`src/rtl/seg_hc595_display_pkg.sv`:
```
// Shared constants for the six-digit HC595 seven-segment driver:
// segment decode, serial frame layout and digit-enable pattern.
package seg_hc595_display_pkg;

    localparam int         FRAME_BITS = 14;
    localparam int         SEL_W      = 6;
    localparam int         SEG_W      = 8;
    localparam logic [5:0] SEL_ALL_ON = 6'b111111;
    localparam logic [7:0] SEG_BLANK  = 8'hFF;

    // Active-low common-anode patterns, entry 0 in the low byte; dp (bit7) always off.
    localparam logic [15:0][7:0] SEG_LUT = {
        8'h8E, 8'h86, 8'hA1, 8'hC6, 8'h83, 8'h88, 8'h90, 8'h80,
        8'hF8, 8'h82, 8'h92, 8'h99, 8'hB0, 8'hA4, 8'hF9, 8'hC0
    };

    // Shift order is bit 0 first: sel[0..5], then seg[7] down to seg[0].
    function automatic logic [FRAME_BITS-1:0] build_frame(input logic [SEL_W-1:0] sel,
                                                          input logic [SEG_W-1:0] seg);
        logic [FRAME_BITS-1:0] w;
        w = '0;
        w[SEL_W-1:0] = sel;
        for (int i = 0; i < SEG_W; i++) begin
            w[FRAME_BITS-1-i] = seg[i];
        end
        return w;
    endfunction

endpackage

```
`src/rtl/seg_hc595_display_hc595_ctrl.sv`:
```
// Serialises the {seg, sel} word into two cascaded 74HC595s, one bit per
// four clocks, with a single latch pulse at the end of each frame.
module hc595_ctrl
    import seg_hc595_display_pkg::*;
(
    input  logic         clk,
    input  logic         rst,
    input  logic [5:0]   sel,
    input  logic [7:0]   seg,
    output logic         stcp,
    output logic         shcp,
    output logic         ds,
    output logic         oe
);

    localparam int            BW       = $clog2(FRAME_BITS);
    localparam logic [BW-1:0] LAST_BIT = BW'(FRAME_BITS - 1);

    logic [1:0]            cnt4_q,   cnt4_d;
    logic [BW-1:0]         bitcnt_q, bitcnt_d;
    logic [FRAME_BITS-1:0] data_q,   data_d;
    logic                  ds_q,     ds_d;
    logic                  shcp_q,   shcp_d;
    logic                  stcp_q,   stcp_d;

    always_comb begin
        cnt4_d   = cnt4_q + 2'd1;
        bitcnt_d = bitcnt_q;
        data_d   = data_q;
        ds_d     = ds_q;
        shcp_d   = shcp_q;
        stcp_d   = 1'b0;

        if (cnt4_q == 2'd3) begin
            bitcnt_d = (bitcnt_q == LAST_BIT) ? '0 : bitcnt_q + BW'(1);
        end

        // Word is frozen for the whole frame so a mid-frame seg change cannot tear it.
        if (bitcnt_q == '0 && cnt4_q == 2'd0) begin
            data_d = build_frame(sel, seg);
        end

        // Bit 0 is driven from the word captured on this same edge.
        if (cnt4_q == 2'd0) begin
            ds_d = data_d[bitcnt_q];
        end

        if (cnt4_q == 2'd2) begin
            shcp_d = 1'b1;
        end else if (cnt4_q == 2'd0) begin
            shcp_d = 1'b0;
        end

        stcp_d = (bitcnt_q == LAST_BIT) && (cnt4_q == 2'd3);
    end

    always_ff @(posedge clk or negedge rst) begin
        if (!rst) begin
            cnt4_q   <= '0;
            bitcnt_q <= '0;
            data_q   <= '0;
            ds_q     <= 1'b0;
            shcp_q   <= 1'b0;
            stcp_q   <= 1'b0;
        end else begin
            cnt4_q   <= cnt4_d;
            bitcnt_q <= bitcnt_d;
            data_q   <= data_d;
            ds_q     <= ds_d;
            shcp_q   <= shcp_d;
            stcp_q   <= stcp_d;
        end
    end

    assign stcp = stcp_q;
    assign shcp = shcp_q;
    assign ds   = ds_q;
    assign oe   = ~rst;

endmodule

```
`src/rtl/seg_hc595_display.sv`:
```
// Board-level hex counter: a 50 ms timebase steps 0..F, shown on all six
// digits through a cascaded HC595 pair.
module seg_hc595_display
    import seg_hc595_display_pkg::*;
#(
    parameter int TIME_50MS = 2_499_999
) (
    input  logic       clk,
    input  logic       rst,
    output logic [5:0] sel,
    output logic [7:0] seg,
    output logic       stcp,
    output logic       shcp,
    output logic       ds,
    output logic       oe
);

    localparam int            CW      = $clog2(TIME_50MS + 1);
    localparam logic [CW-1:0] CNT_MAX = CW'(TIME_50MS);

    logic [CW-1:0] cnt_q, cnt_d;
    logic [3:0]    num_q, num_d;
    logic [5:0]    sel_q, sel_d;
    logic [7:0]    seg_q, seg_d;

    always_comb begin
        cnt_d = cnt_q + CW'(1);
        num_d = num_q;
        if (cnt_q == CNT_MAX) begin
            cnt_d = '0;
            num_d = num_q + 4'd1;
        end
        sel_d = SEL_ALL_ON;
        seg_d = SEG_LUT[num_q];
    end

    always_ff @(posedge clk or negedge rst) begin
        if (!rst) begin
            cnt_q <= '0;
            num_q <= '0;
            sel_q <= '0;
            seg_q <= SEG_BLANK;
        end else begin
            cnt_q <= cnt_d;
            num_q <= num_d;
            sel_q <= sel_d;
            seg_q <= seg_d;
        end
    end

    assign sel = sel_q;
    assign seg = seg_q;

    hc595_ctrl u_hc595_ctrl (
        .clk  (clk),
        .rst  (rst),
        .sel  (sel_q),
        .seg  (seg_q),
        .stcp (stcp),
        .shcp (shcp),
        .ds   (ds),
        .oe   (oe)
    );

endmodule

```
`config.mk`:
```
export PLATFORM = sky130hd
export DESIGN_NAME = seg_hc595_display
export DESIGN_NICKNAME = d
export VERILOG_FILES = /design/src/rtl/seg_hc595_display_pkg.sv /design/src/rtl/seg_hc595_display_hc595_ctrl.sv /design/src/rtl/seg_hc595_display.sv
export SDC_FILE = /design/constraint.sdc
export NUM_CORES = 1
export LEC_CHECK = 0
export BUFFER_PORTS_ARGS = -buffer_cell sky130_fd_sc_hd__buf_2
export CORE_MARGIN = 3
export CORE_UTILIZATION = 25
export DETAILED_ROUTE_END_ITERATION = 8
export HOLD_SLACK_MARGIN = 0.06
export PLACE_DENSITY = 0.47
export SETUP_SLACK_MARGIN = 0.3
export SYNTH_ARGS = -nofsm -noshare
export SYNTH_HDL_FRONTEND = slang
export SYNTH_SLANG_ARGS = --single-unit
```
`constraint.sdc`:
```
create_clock -name clk -period 2.7 [get_ports clk]
set_clock_uncertainty 0.15 [all_clocks]
set_input_delay 0.54 -clock clk [delete_from_list [all_inputs] [get_ports clk]]
set_output_delay 0.54 -clock clk [all_outputs]
set_load 0.02 [all_outputs]
```
Word-level counts from Yosys, hierarchy flattened
Memory sizes are Yosys's and may differ from the RTL's. A register that Yosys moved wholly into a read port is not among the register bits.
Index checks and enable logic that the tools add are counted.

operators by class
  add/sub/neg operators = 4
  $lt $le $gt $ge = 1
  eq/ne operators = 4
  mux-type cells = 7
  bitwise operators = 1
  reduce and logical (&&, ||, !) cells = 6

operators with widths
  operator                 number
  $add A22 B1 Y22 const B  1
  $eq A22 B22 Y1 const B   1
  $mux W22                 1
  $mux W14                 1
  $add A4 B1 Y4 const B    2
  $lt A4 B5 Y1 const B     1
  $bmux W1 S4              1
  $eq A2 B2 Y1 const B     2
  $eq A4 B4 Y1 const B     1
  $logic_not A4 Y1         1
  $mux W4                  1
  $mux W1                  3
  $add A2 B1 Y2 const B    1
  $logic_and A1 B1 Y1      2
  $logic_not A2 Y1         1
  $reduce_bool A2 Y1       1
  $logic_not A1 Y1         1
  $not A1 Y1               1

word-level totals
  bits in registers = 50
  ROM bits = 128
  bits of input ports = 2
  output and inout bits = 18
  word-level logic and storage cells = 33
  memories kept = 1

memory list
  name              words  bits a word  read ports  clocked after memory_dff  write ports  RTL line                 text
  (name not given)  16     8            1           1                         0            seg_hc595_display.sv:34  seg_d = SEG_LUT[num_q];

Depth between registers and ports, before layout
  depth in word-level cells = 5
  gate-level depth with buffers = 7
  gate-level depth less buffers = 7

Hierarchy
From an unflattened synthesis, not the netlist that was laid out.

unflattened totals
  cells, all modules = 251
  area total of the unflattened synthesis = 2808.9 um^2

modules (own cells, without submodules)
  module             times used  cells an instance  area each (um^2)  seq. area each (um^2)
  seg_hc595_display  1           158                1714.1            859.6
  hc595_ctrl         1           93                 1094.8            575.6

Worst setup path after synthesis
Ideal clock, no wire load.

  kind = reg-to-reg
  start point = register u_hc595_ctrl.cnt4_q[0]
  end point = register u_hc595_ctrl.ds_q (netlist: u_hc595_ctrl.ds)
  library setup time = 140 ps
  arrival = 1637 ps
  required time = 2410 ps
  setup slack = 772 ps
  cell stages (with the launch flop) = 8
  path buffers = 0
  period minus slack after synthesis = 1928 ps
  path through = dfrtp_1 -> inv_1 -> ha_1 -> or3b_2 -> nand2_1 -> a221oi_1 -> a211oi_1 -> o221ai_1

between the ends
  longest elaborated chain between the ends = 5

RTL lines
  item                           RTL line                                                                text
  from (decl)                    seg_hc595_display_hc595_ctrl.sv:19                                      logic [1:0] cnt4_q, cnt4_d;
  from (signal assigned)         seg_hc595_display_hc595_ctrl.sv:66                                      cnt4_q <= cnt4_d;
  $logic_not A2 Y1 *             seg_hc595_display_hc595_ctrl.sv:39, seg_hc595_display_hc595_ctrl.sv:44
  $logic_and A1 B1 Y1            seg_hc595_display_hc595_ctrl.sv:39                                      if (bitcnt_q == '0 && cnt4_q == 2'd0) begin
  $mux W14                       seg_hc595_display_hc595_ctrl.sv:39
  $bmux W1 S4                    seg_hc595_display_hc595_ctrl.sv:45                                      ds_d = data_d[bitcnt_q];
  $mux W1 (not written as such)  seg_hc595_display_hc595_ctrl.sv:45
  to (signal assigned)           seg_hc595_display_hc595_ctrl.sv:69                                      ds_q <= ds_d;
  to (decl)                      seg_hc595_display_hc595_ctrl.sv:22                                      logic ds_q, ds_d;

Every way passes the cells marked *; elsewhere a longest branch is shown, timed or not. The select of a mux whose other input is x is not followed.
A chain may end at the register's enable or synchronous reset.

Worst setup path in the final report
Same ends and word-level chain as after synthesis.

==> impl_metrics.toml <==
[floorplan]
start_util = 0.2617
die_area_um2 = 12300
core_area_um2 = 10510
row_count = 37
fp.dieH_um = 110.9
die_w_um = 110.9
io_pins = 20

[synthesis]
synthMuxAreaShare = 0.06688
synth-edff-count = 0
syn-cell-area_um2 = 2750
dominantRegCellSynth = "dfrtp_1"
synth-adder-area-share = 0.05005
synth_common_cells = "dfrtp_1, nor2_1, nand2_1"
synthCells = 252
synth-seq-area-share = 0.5218
yosysMostFrequentCell = "dfrtp_1"
yosysTopAreaCellShare = 0.4550
synthSimpleGateAreaFrac = 0.1702
async_reset_ff_frac = 1.000
synth_warnings = 0
synth_compound_area_frac = 0.07507
synth_top_family_by_area = "simple AND/OR/NAND/NOR gates"
ys_types = 44
yosys.area_share.xor_xnor = 0.06688
synth-seq-cells = 57
yosys.area.top_type = "dfrtp_1"
synth_area_per_cell_um2 = 10.91
ys_top_cells_by_area = "dfrtp_1, dfstp_2, ha_1, mux2_2, xnor2_1"

[sta]
slew_headroom = 0.5213
setup_viol = 0
fin_tns_setup_ns = 0
whs_ns = 0.2715
rsz0062_at_grt = "false"
max_clock_freq_ghz = 0.4629
finalCriticalPeriod_ns = 2.160
hold_viol_final = 0
final.period_utilization = 0.8001
tightestPinTransition_ns = 0.7180
maxSlewViolCount = 0

[layout]
seqCellArea_um2 = 1435
fillCellCount = 1089
drive_above_1_share = 0.2138
multi_input_area_um2 = 1187
nets = 284
post-route-util = 0.3011
diodes = 0
area_delta_synth_final_pct = 15.06

[worst_setup_path]
cp_max_fo = 7
arrival_ns = 2.21
worstSetupPathType = "flop to flop"
end_kind = "flop"
crit_required_ns = 2.75
worstSetupStartpointType = "flop"

[placement]
io_buffers = 18
dp_hpwl_mm = 3.615
routabilityCongestion = 0.8220

[global_route]
grt_usage = 0.09484
grt_max_degree = 58
grt_pass1_wl_mm = 9.239
antenna_found_initial = 0
grt_pass1_vias = 1840
grt_overflow = 0

[flow_run]
maxCapViolCount = 0

[clock_tree]
clock_latency_ns = 0.34
clkTransAtPathRegs_ns = 0.06
cts-buffers-inserted = 9
cts_sinks = 57
h-tree-depth = 3
holdBufCountCts = 0
root_buffer = "clkbuf_8"
cts_tree = "done"
cts_resized = 0
clk_path_buf_depth = 2
post_cts.repair.setup_buffers = 0

[route]
drc = 0
wl_mm = 5.227
vias = 1784
drt_iter0_drc = 70
wire_per_inst_um = 12.69
first_pass_iters = 4
ant_nets = 0
viasPerCell = 4.330

[run_status]
outcome = "completed"

[pwr]
p_leak_uw = 0.001471
ir_drop_mv = 0.2334
powerDensity_nw_per_um2 = 558.3

[worst_hold_path]
hold_path_class = "input pin to asynchronous set/reset pin"
sequential cells by signal, summed over array words and instances (netlist names):
name / count
u_hc595_ctrl.bitcnt_q: 4
u_hc595_ctrl.cnt4_q: 2
u_hc595_ctrl.stcp: 1
u_hc595_ctrl.shcp: 1
seg: 7
cnt_q: 22
u_hc595_ctrl.ds: 1
num_q: 4
sel: 1
u_hc595_ctrl.data_q: 14
where the power goes:
part	switching [uW]	total [uW]	internal, uW
Combinational	29.4	38.0	8.66
Clock	350	865	514
Sequential	3.88	864	860
Total	384	1770	1380
worst max-delay path, cell delays in order, from the launching register on:
cell	delay, ns
dfrtp_1	0.38
inv_1	0.12
ha_1	0.30
or3b_2	0.49
nand2_1	0.08
a221oi_1	0.07
a211oi_1	0.27
o221ai_1	0.16
worst paths after layout:
| check | end | startpoint | cells after the start | slack [ns] |
|---|---|---|---|---|
| max | u_hc595_ctrl.ds | u_hc595_ctrl.cnt4_q[0] | 7 | 0.54 |
| min | u_hc595_ctrl.stcp | rst | 2 | 0.27 |
| max reg2reg | u_hc595_ctrl.ds | u_hc595_ctrl.cnt4_q[0] | 7 | 0.54 |
| min reg2reg | u_hc595_ctrl.data_q[6] | u_hc595_ctrl.data_q[6] | 1 | 0.32 |
| max in group asynchronous | cnt_q[20] | rst | 2 | 1.65 |
| min in group clk | u_hc595_ctrl.data_q[6] | u_hc595_ctrl.data_q[6] | 1 | 0.32 |
through the flow:
step / power, uW / cell area (um^2) / std cells / worst slack, ns
after detailed placement: 920.0 / 2954 / 396 / 0.5313
after global routing: 1859 / 3164 / 412 / 0.4089
after floorplan: 898.6 / 2754 / 253 / 0.7725
after global placement: 920.0 / 2954 / 396 / 0.6254
after CTS: 1806 / 3164 / 412 / 0.5236
final: 1767 / 3164 / 412 / 0.5398
kinds of logic after synthesis:
family                     Yosys count
AOI/OAI and AO/OA                   31
xor gates and xnor gates            21
adders and majority gates           11
buffers and inverters               27
DFF                                 57
muxes                               16
other                                1
and+or+nand+nor                     88
layer usage:
| layer | share of wire | vias to the layer above | global-route usage |
|---|---|---|---|
| met3 | 0.041 | 6 | 0.04858 |
| met2 | 0.45 | 18 | 0.1371 |
| met1 | 0.49 | 863 | 0.1230 |
| met5 | 0 | - | 0 |
| met4 | 0.014 | 0 | 0.02956 |
| li1 | - | 897 | - |
area by class of cell:
cell class	count	area share
timing repair buffer	21	0.03559
sequential	57	0.4535
clock inverter	6	0.02610
multi-input combinational	169	0.3752
clock buffer	10	0.04033
tap	136	0.05378
inverter	13	0.01542
cell usage in the layout (no fill, tap or decap), types with 2 or more instances in the layout:
cell type and count:
dfrtp_1 50, nor2_1 23, nand2_1 21, buf_2 18
inv_1 13, o21ai_0 12, nand3_1 12, xnor2_1 11
ha_1 11, xor2_1 10, mux2_2 9, clkbuf_8 9
nand4_1 7, dfstp_2 7, a21o_1 6, mux2i_1 6
nor3_1 4, nand3b_1 3, clkinv_2 3, buf_4 3
nor4_2 2, nand2b_1 2, and3_1 2, a31oi_1 2
nor2b_1 2, a22o_1 2, or3b_2 2, nor4_1 2
a211oi_1 2, conb_1 2, bufinv_16 2
(Power assumes the default switching activity.)
